<file path="src/rtl/niios_qsys_nios2_oci_dct_pkg.sv">
// Shared types and constants for the OCI DCT packing scheduler.
// State encoding, requester ids and buffer geometry.
package niios_qsys_nios2_oci_dct_pkg;

    localparam int CODE_W = 2;
    localparam int SLOTS  = 15;
    localparam int BUF_W  = CODE_W * SLOTS;
    localparam int CNT_W  = 4;
    localparam int TMR_W  = 8;

    typedef enum logic [1:0] {
        ST_IDLE = 2'd0,
        ST_FILL = 2'd1,
        ST_EMIT = 2'd2,
        ST_DONE = 2'd3
    } dct_state_e;

    typedef enum logic {
        REQ_ITR = 1'b0,
        REQ_DTR = 1'b1
    } req_id_e;

endpackage

</file>
<file path="src/rtl/niios_qsys_nios2_oci_dct_rr_arb.sv">
// Two-way round-robin grant between itr (bit 0) and dtr (bit 1).
// The pointer always moves to the requester that was not just served.
module niios_qsys_nios2_oci_dct_rr_arb
    import niios_qsys_nios2_oci_dct_pkg::*;
(
    input  logic       clk,
    input  logic       reset_n,
    input  logic       en_i,
    input  logic [1:0] req_i,
    output logic [1:0] gnt_o
);

    req_id_e ptr_q;
    req_id_e ptr_d;

    // Lone requester wins; on a tie the pointer decides
    always_comb begin
        gnt_o = 2'b00;
        if (en_i) begin
            unique case (req_i)
                2'b01:   gnt_o = 2'b01;
                2'b10:   gnt_o = 2'b10;
                2'b11:   gnt_o = (ptr_q == REQ_DTR) ? 2'b10 : 2'b01;
                default: gnt_o = 2'b00;
            endcase
        end
    end

    // Flip the pointer away from whoever was granted
    always_comb begin
        ptr_d = ptr_q;
        if (gnt_o[0]) begin
            ptr_d = REQ_DTR;
        end else if (gnt_o[1]) begin
            ptr_d = REQ_ITR;
        end
    end

    // Pointer register, starts on itr
    always_ff @(posedge clk or negedge reset_n) begin
        if (!reset_n) begin
            ptr_q <= REQ_ITR;
        end else begin
            ptr_q <= ptr_d;
        end
    end

endmodule

</file>
<file path="src/rtl/niios_qsys_nios2_oci_dct_sched.sv">
// OCI DCT packing scheduler: arbitrates trace codes, packs them, emits buffers.
// Optional stall counter output enabled by NIIOS_DCT_STALL_CNT_EN.
module niios_qsys_nios2_oci_dct_sched
    import niios_qsys_nios2_oci_dct_pkg::*;
#(
    parameter int TIMEOUT = 64
) (
    input  logic             clk,
    input  logic             reset_n,
    input  logic             itr_valid,
    input  logic [CODE_W-1:0] itr_code,
    output logic             itr_ready,
    input  logic             dtr_valid,
    input  logic [CODE_W-1:0] dtr_code,
    output logic             dtr_ready,
    input  logic             flush_req,
    input  logic             test_ending,
    output logic [BUF_W-1:0] dct_buffer,
    output logic [CNT_W-1:0] dct_count,
    output logic             dct_valid,
    input  logic             dct_ready,
    output logic             test_has_ended
`ifdef NIIOS_DCT_STALL_CNT_EN
    ,
    output logic [15:0]      dct_stall_cnt
`endif
);

    dct_state_e        state_q;
    dct_state_e        state_d;
    logic [BUF_W-1:0]  buf_q;
    logic [BUF_W-1:0]  buf_d;
    logic [CNT_W-1:0]  cnt_q;
    logic [CNT_W-1:0]  cnt_d;
    logic [TMR_W-1:0]  tmr_q;
    logic [TMR_W-1:0]  tmr_d;
    logic              end_q;
    logic              end_d;

    logic              acc_en;
    logic [1:0]        gnt;
    logic              acc;
    logic [CODE_W-1:0] code;
    logic              tmo_hit;
    logic              flush;

    assign acc_en = (state_q == ST_IDLE) || (state_q == ST_FILL);

    niios_qsys_nios2_oci_dct_rr_arb u_arb (
        .clk     (clk),
        .reset_n (reset_n),
        .en_i    (acc_en),
        .req_i   ({dtr_valid, itr_valid}),
        .gnt_o   (gnt)
    );

    assign acc  = |gnt;
    assign code = gnt[1] ? dtr_code : itr_code;

    // Pack the granted code into the next free slot; clear on handshake
    always_comb begin
        buf_d = buf_q;
        cnt_d = cnt_q;
        if (acc) begin
            for (int k = 0; k < SLOTS; k++) begin
                if (cnt_q == CNT_W'(k)) begin
                    buf_d[k*CODE_W +: CODE_W] = code;
                end
            end
            cnt_d = cnt_q + CNT_W'(1);
        end
        if ((state_q == ST_EMIT) && dct_ready) begin
            buf_d = '0;
            cnt_d = '0;
        end
    end

    // Idle timer counts FILL cycles without an accept, saturating
    always_comb begin
        tmr_d = tmr_q;
        if (acc || (state_q != ST_FILL)) begin
            tmr_d = '0;
        end else if (tmr_q != {TMR_W{1'b1}}) begin
            tmr_d = tmr_q + TMR_W'(1);
        end
    end

    assign end_d   = end_q | test_ending;
    assign tmo_hit = !acc && (tmr_q == TMR_W'(TIMEOUT - 1));
    assign flush   = (cnt_d != '0) &&
                     ((cnt_d == CNT_W'(SLOTS)) || flush_req ||
                      tmo_hit || test_ending);

    // Datapath registers
    always_ff @(posedge clk or negedge reset_n) begin
        if (!reset_n) begin
            buf_q <= '0;
            cnt_q <= '0;
            tmr_q <= '0;
            end_q <= 1'b0;
        end else begin
            buf_q <= buf_d;
            cnt_q <= cnt_d;
            tmr_q <= tmr_d;
            end_q <= end_d;
        end
    end

    // FSM state register
    always_ff @(posedge clk or negedge reset_n) begin
        if (!reset_n) begin
            state_q <= ST_IDLE;
        end else begin
            state_q <= state_d;
        end
    end

    // FSM next state
    always_comb begin
        state_d = state_q;
        unique case (state_q)
            ST_IDLE, ST_FILL: begin
                if (flush) begin
                    state_d = ST_EMIT;
                end else if (cnt_d != '0) begin
                    state_d = ST_FILL;
                end else if (test_ending) begin
                    state_d = ST_DONE;
                end else begin
                    state_d = ST_IDLE;
                end
            end
            ST_EMIT: begin
                if (dct_ready) begin
                    state_d = end_d ? ST_DONE : ST_IDLE;
                end
            end
            ST_DONE: state_d = ST_DONE;
            default: state_d = ST_IDLE;
        endcase
    end

    // FSM outputs
    always_comb begin
        itr_ready      = gnt[0];
        dtr_ready      = gnt[1];
        dct_valid      = (state_q == ST_EMIT);
        test_has_ended = (state_q == ST_DONE);
        dct_buffer     = buf_q;
        dct_count      = cnt_q;
    end

`ifdef NIIOS_DCT_STALL_CNT_EN
    logic [15:0] stall_q;
    logic [15:0] stall_d;

    // Count offered-but-not-granted cycles, saturating
    always_comb begin
        stall_d = stall_q;
        if ((itr_valid || dtr_valid) && !acc && (stall_q != 16'hFFFF)) begin
            stall_d = stall_q + 16'd1;
        end
    end

    // Stall counter register
    always_ff @(posedge clk or negedge reset_n) begin
        if (!reset_n) begin
            stall_q <= '0;
        end else begin
            stall_q <= stall_d;
        end
    end

    assign dct_stall_cnt = stall_q;
`endif

endmodule

</file>
<file path="config.mk">
export PLATFORM = sky130hd
export DESIGN_NAME = niios_qsys_nios2_oci_dct_sched
export DESIGN_NICKNAME = d
export VERILOG_FILES = /design/src/rtl/niios_qsys_nios2_oci_dct_pkg.sv /design/src/rtl/niios_qsys_nios2_oci_dct_rr_arb.sv /design/src/rtl/niios_qsys_nios2_oci_dct_sched.sv
export SDC_FILE = /design/constraint.sdc
export NUM_CORES = 1
export LEC_CHECK = 0
export CAP_MARGIN = 15
export CORE_AREA = 8 8 73 75
export CTS_CLUSTER_SIZE = 8
export DETAILED_ROUTE_END_ITERATION = 10
export DIE_AREA = 0 0 81 83
export GPL_TIMING_DRIVEN = 0
export PLACE_DENSITY = 0.93
export SLEW_MARGIN = 20
export SYNTH_ARGS = -nofsm -noshare
export SYNTH_HDL_FRONTEND = slang
export SYNTH_SLANG_ARGS = --single-unit
</file>
<file path="constraint.sdc">
create_clock -name clk -period 3.8 [get_ports clk]
set_input_delay 0.38 -clock clk [delete_from_list [all_inputs] [get_ports clk]]
set_output_delay 0.38 -clock clk [all_outputs]
set_load 0.05 [all_outputs]
</file>
# Word-level counts from Yosys, hierarchy flattened
# Cells that the tools add are included.
[totals]
word_cells = 128
output_inout_bits = 38
inputBits = 11
regBits = 46
[op_classes]
n_bitwise = 1
reduce_logical = 47
eq_ne = 25
add_sub_neg = 2
mux = 33
[op_table]
columns = ["operator", "n"]
rows = [
  ["$mux W30", 2],
  ["$mux W2", 23],
  ["$reduce_bool A2 Y1", 18],
  ["$eq A4 B4 Y1 const B", 8],
  ["$reduce_and A2 Y1", 15],
  ["$eq A4 B3 Y1 const B", 4],
  ["$mux W8", 2],
  ["$pmux W2 S3", 2],
  ["$add A8 B1 Y8 const B", 1],
  ["$eq A2 B2 Y1 const B", 4],
  ["$eq A4 B2 Y1 const B", 2],
  ["$eq A8 B6 Y1 const B", 1],
  ["$mux W4", 2],
  ["$ne A8 B8 Y1 const B", 1],
  ["$logic_or A1 B1 Y1", 5],
  ["$add A4 B1 Y4 const B", 1],
  ["$eq A2 B1 Y1 const B", 2],
  ["$eq A4 B1 Y1 const B", 1],
  ["$logic_not A4 Y1", 1],
  ["$ne A2 B1 Y1 const B", 2],
  ["$reduce_bool A4 Y1", 1],
  ["$reduce_or A2 Y1", 2],
  ["$logic_and A1 B1 Y1", 3],
  ["$logic_not A2 Y1", 1],
  ["other kinds (3)", 4],
]

# Logic depth before layout (Yosys ltp)
[logic_depth]
depth_word = 13
mapped_depth = 7
mapped_depth_nobuf = 6

# Cells and area by module
# Synthesis repeated with hierarchy kept, for this count alone.
[unflattened]
hier_cells = 226
area_unflattened_um2 = 2217.1
[modules_own_cells]
columns = ["module", "seq_area_each_um2", "area_each_um2", "n_inst", "cells_per_inst"]
rows = [
  ["niios_qsys_nios2_oci_dct_sched", 1126.1, 2148.3, 1, 217],
  ["niios_qsys_nios2_oci_dct_rr_arb", 25.0, 68.8, 1, 9],
]

# Worst setup path before layout
# No wires, ideal clock.
[synth_path]
kind = "register to register"
startpoint = "register cnt_q[0], in the netlist dct_count[0]"
endpoint = "register state_q[0]"
t_arrival_ps = 2168
setup_ps = 124
period_less_slack_ps = 2292
slack_ps = 1508
path_buffers = 1
required_time_ps = 3676
path_stages_with_launch = 8
cell_sequence = "dfrtp_1 -> buf_2 -> inv_1 -> ha_1 -> a2111oi_4 -> nor3_1 -> o41a_1 -> o31a_1"
[synth_between]
elab_chain_cells = 10
word_cells_on_any_way = 12
cone_classes = "add/sub (1); eq/ne (1); mux (5); reduce/logical (5)"
[synth_rtl]
columns = ["item", "line_no", "rtl"]
rows = [
  ["start, declared", "niios_qsys_nios2_oci_dct_sched.sv:33", "logic [CNT_W-1:0] cnt_q;"],
  ["start signal, assigned", "niios_qsys_nios2_oci_dct_sched.sv:103", "cnt_q <= cnt_d;"],
  ["$add A4 B1 Y4", "niios_qsys_nios2_oci_dct_sched.sv:70", "cnt_d = cnt_q + CNT_W'(1);"],
  ["$mux W4 (*)", "niios_qsys_nios2_oci_dct_sched.sv:64", "if (acc) begin"],
  ["$mux W4 (*)", "niios_qsys_nios2_oci_dct_sched.sv:72", "if ((state_q == ST_EMIT) && dct_ready) begin"],
  ["$eq A4 B4 Y1", "niios_qsys_nios2_oci_dct_sched.sv:91", "((cnt_d == CNT_W'(SLOTS)) || flush_req ||"],
  ["$logic_or A1 B1 Y1 (2 in series)", "niios_qsys_nios2_oci_dct_sched.sv:91", ""],
  ["$logic_or A1 B1 Y1", "niios_qsys_nios2_oci_dct_sched.sv:92", "tmo_hit || test_ending);"],
  ["$logic_and A1 B1 Y1", "niios_qsys_nios2_oci_dct_sched.sv:90", "assign flush = (cnt_d != '0) &&"],
  ["$mux W2 (*)", "niios_qsys_nios2_oci_dct_sched.sv:123", "if (flush) begin"],
  ["$pmux W2 S3 (*)", "niios_qsys_nios2_oci_dct_sched.sv:121", "unique case (state_q)"],
  ["end signal, assigned", "niios_qsys_nios2_oci_dct_sched.sv:114", "state_q <= state_d;"],
  ["end, declared", "niios_qsys_nios2_oci_dct_sched.sv:29", "dct_state_e state_q;"],
]
# Mark *: on every way between the ends. The rest lies on a longest branch, timed or not.
# A chain may end at the register's enable or synchronous reset.

# Worst setup path in the final report
[layout_path]
startpoint = "input itr_valid"
endpoint = "output dtr_ready"
[layout_between]
elab_chain_cells = 3
word_cells_on_any_way = 5
cone_classes = "eq/ne (3); mux (2)"
[layout_rtl]
columns = ["item", "line_no", "rtl"]
rows = [
  ["start, declared", "niios_qsys_nios2_oci_dct_sched.sv:10", "input logic itr_valid,"],
  ["$eq A2 B2 Y1 / $eq A2 B1 Y1 (equally long branches)", "niios_qsys_nios2_oci_dct_rr_arb.sv:20", "unique case (req_i)"],
  ["$pmux W2 S3 (*)", "niios_qsys_nios2_oci_dct_rr_arb.sv:20", ""],
  ["$mux W2 (*)", "niios_qsys_nios2_oci_dct_rr_arb.sv:19", "if (en_i) begin"],
  ["end, declared", "niios_qsys_nios2_oci_dct_sched.sv:15", "output logic dtr_ready,"],
]
# Marked as above.

==> report_table.html <==
<table>
<tr><th>Metric</th><th>Value</th></tr>
<tr><th colspan="2">Floorplanning</th></tr>
<tr><td>Core region area</td><td>4204 µm²</td></tr>
<tr><td>Die extent in x</td><td>just over 80 µm</td></tr>
<tr><td>Initial Utilization</td><td>52.56%</td></tr>
<tr><td>Vertical die dimension</td><td>83 µm</td></tr>
<tr><td>Die Area</td><td>6723 µm²</td></tr>
<tr><td>Io pins</td><td>just under 50</td></tr>
<tr><td>Total number of placement rows</td><td>24</td></tr>
<tr><th colspan="2">GRT</th></tr>
<tr><td>All-Layer GR Usage</td><td>between 10% and 20%</td></tr>
<tr><td>Antenna violations before repair</td><td>0</td></tr>
<tr><td>Vias in the first global route</td><td>1995</td></tr>
<tr><td>Largest net degree at the start of global routing</td><td>25</td></tr>
<tr><td>Global-route wire length before repair</td><td>around 9.5 mm</td></tr>
<tr><td>Grt ovf</td><td>0</td></tr>
<tr><th colspan="2">Min path</th></tr>
<tr><td>Hold crit path type</td><td>primary input to asynchronous set/reset pin</td></tr>
<tr><th colspan="2">Power and ir drop</th></tr>
<tr><td>Worst VDD drop</td><td>roughly 480 µV</td></tr>
<tr><td>Total leakage power</td><td>1.224 nW</td></tr>
<tr><td>P per Cell Area</td><td>397.1 nW/µm²</td></tr>
<tr><th colspan="2">Drt</th></tr>
<tr><td>Routed length per placed instance</td><td>around 17 µm</td></tr>
<tr><td>WL final</td><td>between 5 and 6 mm</td></tr>
<tr><td>Post-detailed-route via-to-cell ratio</td><td>between 5 and 6</td></tr>
<tr><td>Number of design rule violations left after detail routing</td><td>0</td></tr>
<tr><td>Number of detailed-routing iterations run before antenna repair</td><td>4</td></tr>
<tr><td>Via count</td><td>1925</td></tr>
<tr><td>First-iteration detailed-routing DRC count</td><td>150</td></tr>
<tr><td>Antenna Violating Nets Remaining</td><td>0</td></tr>
<tr><th colspan="2">Clock tree</th></tr>
<tr><td>Number of H-tree branching levels</td><td>2</td></tr>
<tr><td>Post-CTS sizing</td><td>0</td></tr>
<tr><td>CTS tree</td><td>built</td></tr>
<tr><td>Sinks on the clock net</td><td>46</td></tr>
<tr><td>CTS root buf</td><td>sky130_fd_sc_hd__clkbuf_8</td></tr>
<tr><td>Post-CTS setup repair buffer count</td><td>0</td></tr>
<tr><td>Number of buffers created by CTS</td><td>5</td></tr>
<tr><td>Clk buf depth</td><td>2</td></tr>
<tr><td>Clock edge transition at the registers on the reported setup and hold paths</td><td>0.09 ns</td></tr>
<tr><td>Count of hold buffers inserted by post-cts repair</td><td>0</td></tr>
<tr><td>Clock insertion delay at the later pin of the skew report</td><td>roughly 0.31 ns</td></tr>
<tr><th colspan="2">Cells and area</th></tr>
<tr><td>Layout Area Growth over Synthesis</td><td>30.69%</td></tr>
<tr><td>Fillcell total</td><td>313</td></tr>
<tr><td>Combined area of the multi-input logic cells</td><td>964.7 µm²</td></tr>
<tr><td>Antenna cells</td><td>0</td></tr>
<tr><td>Most common cell after layout, fill and taps aside</td><td>sky130_fd_sc_hd__clkdlybuf4s50_1</td></tr>
<tr><td>Number of nets at the end of the flow</td><td>292</td></tr>
<tr><td>FF/Latch Area</td><td>about 1200 µm²</td></tr>
<tr><td>Fraction of final layout cells with drive strength greater than 1</td><td>between 10% and 20%</td></tr>
<tr><td>Most used cells in the layout excluding fill and tap cells</td><td>sky130_fd_sc_hd__clkdlybuf4s50_1 (47), sky130_fd_sc_hd__dfrtp_1 (46), sky130_fd_sc_hd__nand3_1 (45)</td></tr>
<tr><th colspan="2">Worst setup path</th></tr>
<tr><td>Path type of the worst setup path</td><td>primary input to primary output</td></tr>
<tr><td>Arrival time reported for the critical path endpoint</td><td>2.10 ns</td></tr>
<tr><td>Crit-path cells</td><td>clkdlybuf4s50_1, inv_1, o211ai_1, inv_1, clkdlybuf4s50_1</td></tr>
<tr><td>Critical Path Fanout Max</td><td>4</td></tr>
<tr><td>CP Capture Type</td><td>primary output</td></tr>
<tr><td>Nature of the critical path startpoint</td><td>primary input</td></tr>
<tr><td>RR Endpoint</td><td>state_q[0]</td></tr>
<tr><td>R2R setup slack</td><td>~1.7 ns</td></tr>
<tr><td>Startpoint of the most critical register-to-register path</td><td>dct_count[0]</td></tr>
<tr><td>Critical-path top delay cell</td><td>sky130_fd_sc_hd__clkdlybuf4s50_1</td></tr>
<tr><td>Required time worst endpoint</td><td>3.42 ns</td></tr>
<tr><td>Crit path largest cell delay</td><td>approximately 0.71 ns</td></tr>
<tr><td>Worst reg-to-reg path cell count</td><td>7</td></tr>
<tr><th colspan="2">Logic synthesis</th></tr>
<tr><td>Synthesized netlist net count</td><td>~240</td></tr>
<tr><td>Register bit total from synthesis</td><td>between 40 and 50</td></tr>
<tr><td>Xor and xnor area share after synthesis</td><td>between 1.5 and 2%</td></tr>
<tr><td>Share of the yosys chip area belonging to registers</td><td>52.10%</td></tr>
<tr><td>Number of enable flip-flop cells after synthesis</td><td>0</td></tr>
<tr><td>Complex-gate fraction of the synthesized area</td><td>~16%</td></tr>
<tr><td>Most area-consuming cells after synthesis</td><td>sky130_fd_sc_hd__dfrtp_1 (52%), sky130_fd_sc_hd__nand3_1 (10%), sky130_fd_sc_hd__o21ai_0 (6.8%)</td></tr>
<tr><td>Simple-gate portion of the synthesized area</td><td>a little over a fifth</td></tr>
<tr><td>Warnings from Yosys</td><td>0</td></tr>
<tr><td>Multiplexer share of the synthesized area</td><td>under 10%</td></tr>
<tr><td>Async S/R FF share, synth</td><td>100.0%</td></tr>
<tr><td>Dominant combinational cell family by area after synthesis</td><td>simple AND/OR/NAND/NOR gates</td></tr>
<tr><td>Count of distinct cell types in the synthesized netlist</td><td>40</td></tr>
<tr><td>Avg Synthesized Cell Area</td><td>approximately 10 µm²</td></tr>
<tr><td>Synthesized area</td><td>2210 µm²</td></tr>
<tr><td>Proportion of netlist area held by the largest area contributor</td><td>approximately 52%</td></tr>
<tr><td>Dominant register cell in the synthesized netlist</td><td>sky130_fd_sc_hd__dfrtp_1</td></tr>
<tr><td>Synthesized-area fraction occupied by adder cells</td><td>between 2 and 3%</td></tr>
<tr><td>Synthesized netlist cell count</td><td>220</td></tr>
<tr><td>Biggest area consumer among synthesized cells</td><td>sky130_fd_sc_hd__dfrtp_1</td></tr>
<tr><th colspan="2">Placement</th></tr>
<tr><td>Final weighted congestion in routability-driven placement</td><td>approximately 0.78</td></tr>
<tr><td>Estimated wirelength of the detail-placed design</td><td>~4.2 mm</td></tr>
<tr><td>Port bufs</td><td>between 40 and 50</td></tr>
<tr><th colspan="2">STA</th></tr>
<tr><td>Summed negative setup slack over all endpoints</td><td>0 ns</td></tr>
<tr><td>Worst slew pin tran</td><td>approximately 0.56 ns</td></tr>
<tr><td>Max Clk Rate</td><td>roughly 400 MHz</td></tr>
<tr><td>Number of endpoints failing setup at the final stage</td><td>0</td></tr>
<tr><td>Post-route clock period utilization</td><td>roughly 65%</td></tr>
<tr><td>Worst hold margin</td><td>a little under 0.06 ns</td></tr>
<tr><td>Max-slew headroom</td><td>62.43%</td></tr>
<tr><td>Number of slew-limit violations in the final report</td><td>0</td></tr>
<tr><td>Final Critical Period</td><td>approximately 2.5 ns</td></tr>
<tr><td>Final number of hold-violating endpoints</td><td>0</td></tr>
<tr><td>Setup skew after layout</td><td>roughly 0.0089 ns</td></tr>
<tr><td>Setup repair after global routing missed its margin</td><td>false</td></tr>
<tr><th colspan="2">Outcome</th></tr>
<tr><td>Status</td><td>completed</td></tr>
<tr><th colspan="2">Flow run</th></tr>
<tr><td>Number of max-cap violations</td><td>0</td></tr>
</table>
==> state kept, by name, indices dropped and copies added (netlist names) <==
name	flops
dct_buffer	30
dct_count	4
end_q	1
state_q	2
tmr_q	8
u_arb.ptr_q	1
==> cell families (layout without fill, tap and decap cells) <==
group	Yosys count	in the layout
XOR/XNOR	4	4
flip-flops	46	46
AO/OA/AOI/OAI	54	54
multiplexers	3	3
AND/OR/NAND/NOR	92	92
adder cells (fa/ha/maj)	5	5
buffers and inverters	16	73
==> where the power goes <==
| part | total, mW | internal, mW | switching (mW) | leakage, nW |
|---|---|---|---|---|
| logic | 0.255 | 0.0896 | 0.165 | 0.550 |
| clock network | 0.366 | 0.196 | 0.170 | 0.0514 |
| registers | 0.526 | 0.507 | 0.0191 | 0.622 |
| total | 1.15 | 0.792 | 0.354 | 1.22 |
==> layout make-up <==
| cell class | instances | share of cell area (%) |
|---|---|---|
| multi-input cells | 158 | 33.41 |
| clock inverters | 2 | 1.300 |
| repair buffers | 49 | 17.42 |
| clock buffers | 6 | 2.513 |
| inverters | 6 | 0.7799 |
| flip-flops and latches | 46 | 39.86 |
| well taps | 52 | 2.253 |
| plain buffers | 10 | 2.470 |
==> synth_stat cells, types with 2 or more instances <==
cell	number
sky130_fd_sc_hd__nand4_1	5
sky130_fd_sc_hd__or2_2	2
sky130_fd_sc_hd__and3_1	4
sky130_fd_sc_hd__xnor2_1	2
sky130_fd_sc_hd__nor2_1	12
sky130_fd_sc_hd__nand2_2	3
sky130_fd_sc_hd__a211oi_1	3
sky130_fd_sc_hd__clkbuf_1	3
sky130_fd_sc_hd__o21bai_1	2
sky130_fd_sc_hd__o21ai_1	2
sky130_fd_sc_hd__nor2b_1	2
sky130_fd_sc_hd__a21oi_1	5
sky130_fd_sc_hd__nand2_1	8
sky130_fd_sc_hd__nor4_1	3
sky130_fd_sc_hd__buf_2	3
sky130_fd_sc_hd__buf_6	4
sky130_fd_sc_hd__dfrtp_1	46
sky130_fd_sc_hd__ha_1	5
sky130_fd_sc_hd__inv_1	5
sky130_fd_sc_hd__and2_1	5
sky130_fd_sc_hd__a31oi_1	3
sky130_fd_sc_hd__o21ai_0	30
sky130_fd_sc_hd__nand3_1	45
sky130_fd_sc_hd__mux2_2	2
==> stage by stage <==
stage               total power [mW]  instances  worst slack [ns]  cell area, µm²  utilization (%)
floorplan                     0.7012        220             1.508            2210                -
global placement              0.7769        320             1.173            2755            65.54
detailed placement            0.7892        321             1.359            2778            66.07
CTS                            1.150        329             1.328            2888            68.69
global route                   1.196        329             1.197            2888            68.69
finish                         1.147        329             1.320            2888            68.69
==> worst max-delay path, delay by kind of cell <==
family                 cells  cell delay, ns
buffers and inverters      4            1.42
AOI/OAI and AO/OA          1            0.30
==> layer usage <==
metal / GRT usage, % / up-vias / share of wire (%)
met4: 9.756 / 0 / 3.0
met1: 20.85 / 928 / 40
met5: 0 / - / 0
li1: - / 906 / -
met3: 4.310 / 16 / 6.6
met2: 28.91 / 75 / 51
==> worst max-delay path by stage <==
| stage | start | to | slack, ns | cells after the start |
|---|---|---|---|---|
| after floorplan | dct_count[0] | state_q[0] | 1.51 | 7 |
| after global placement | reset_n | dct_buffer[9] | 1.17 | 1 |
| after detailed placement | itr_valid | dtr_ready | 1.36 | 5 |
| after CTS | itr_valid | dtr_ready | 1.33 | 5 |
| after global routing | itr_valid | dtr_ready | 1.20 | 5 |
| final | itr_valid | dtr_ready | 1.32 | 5 |
No activity file was read; power rests on OpenSTA's default activity.
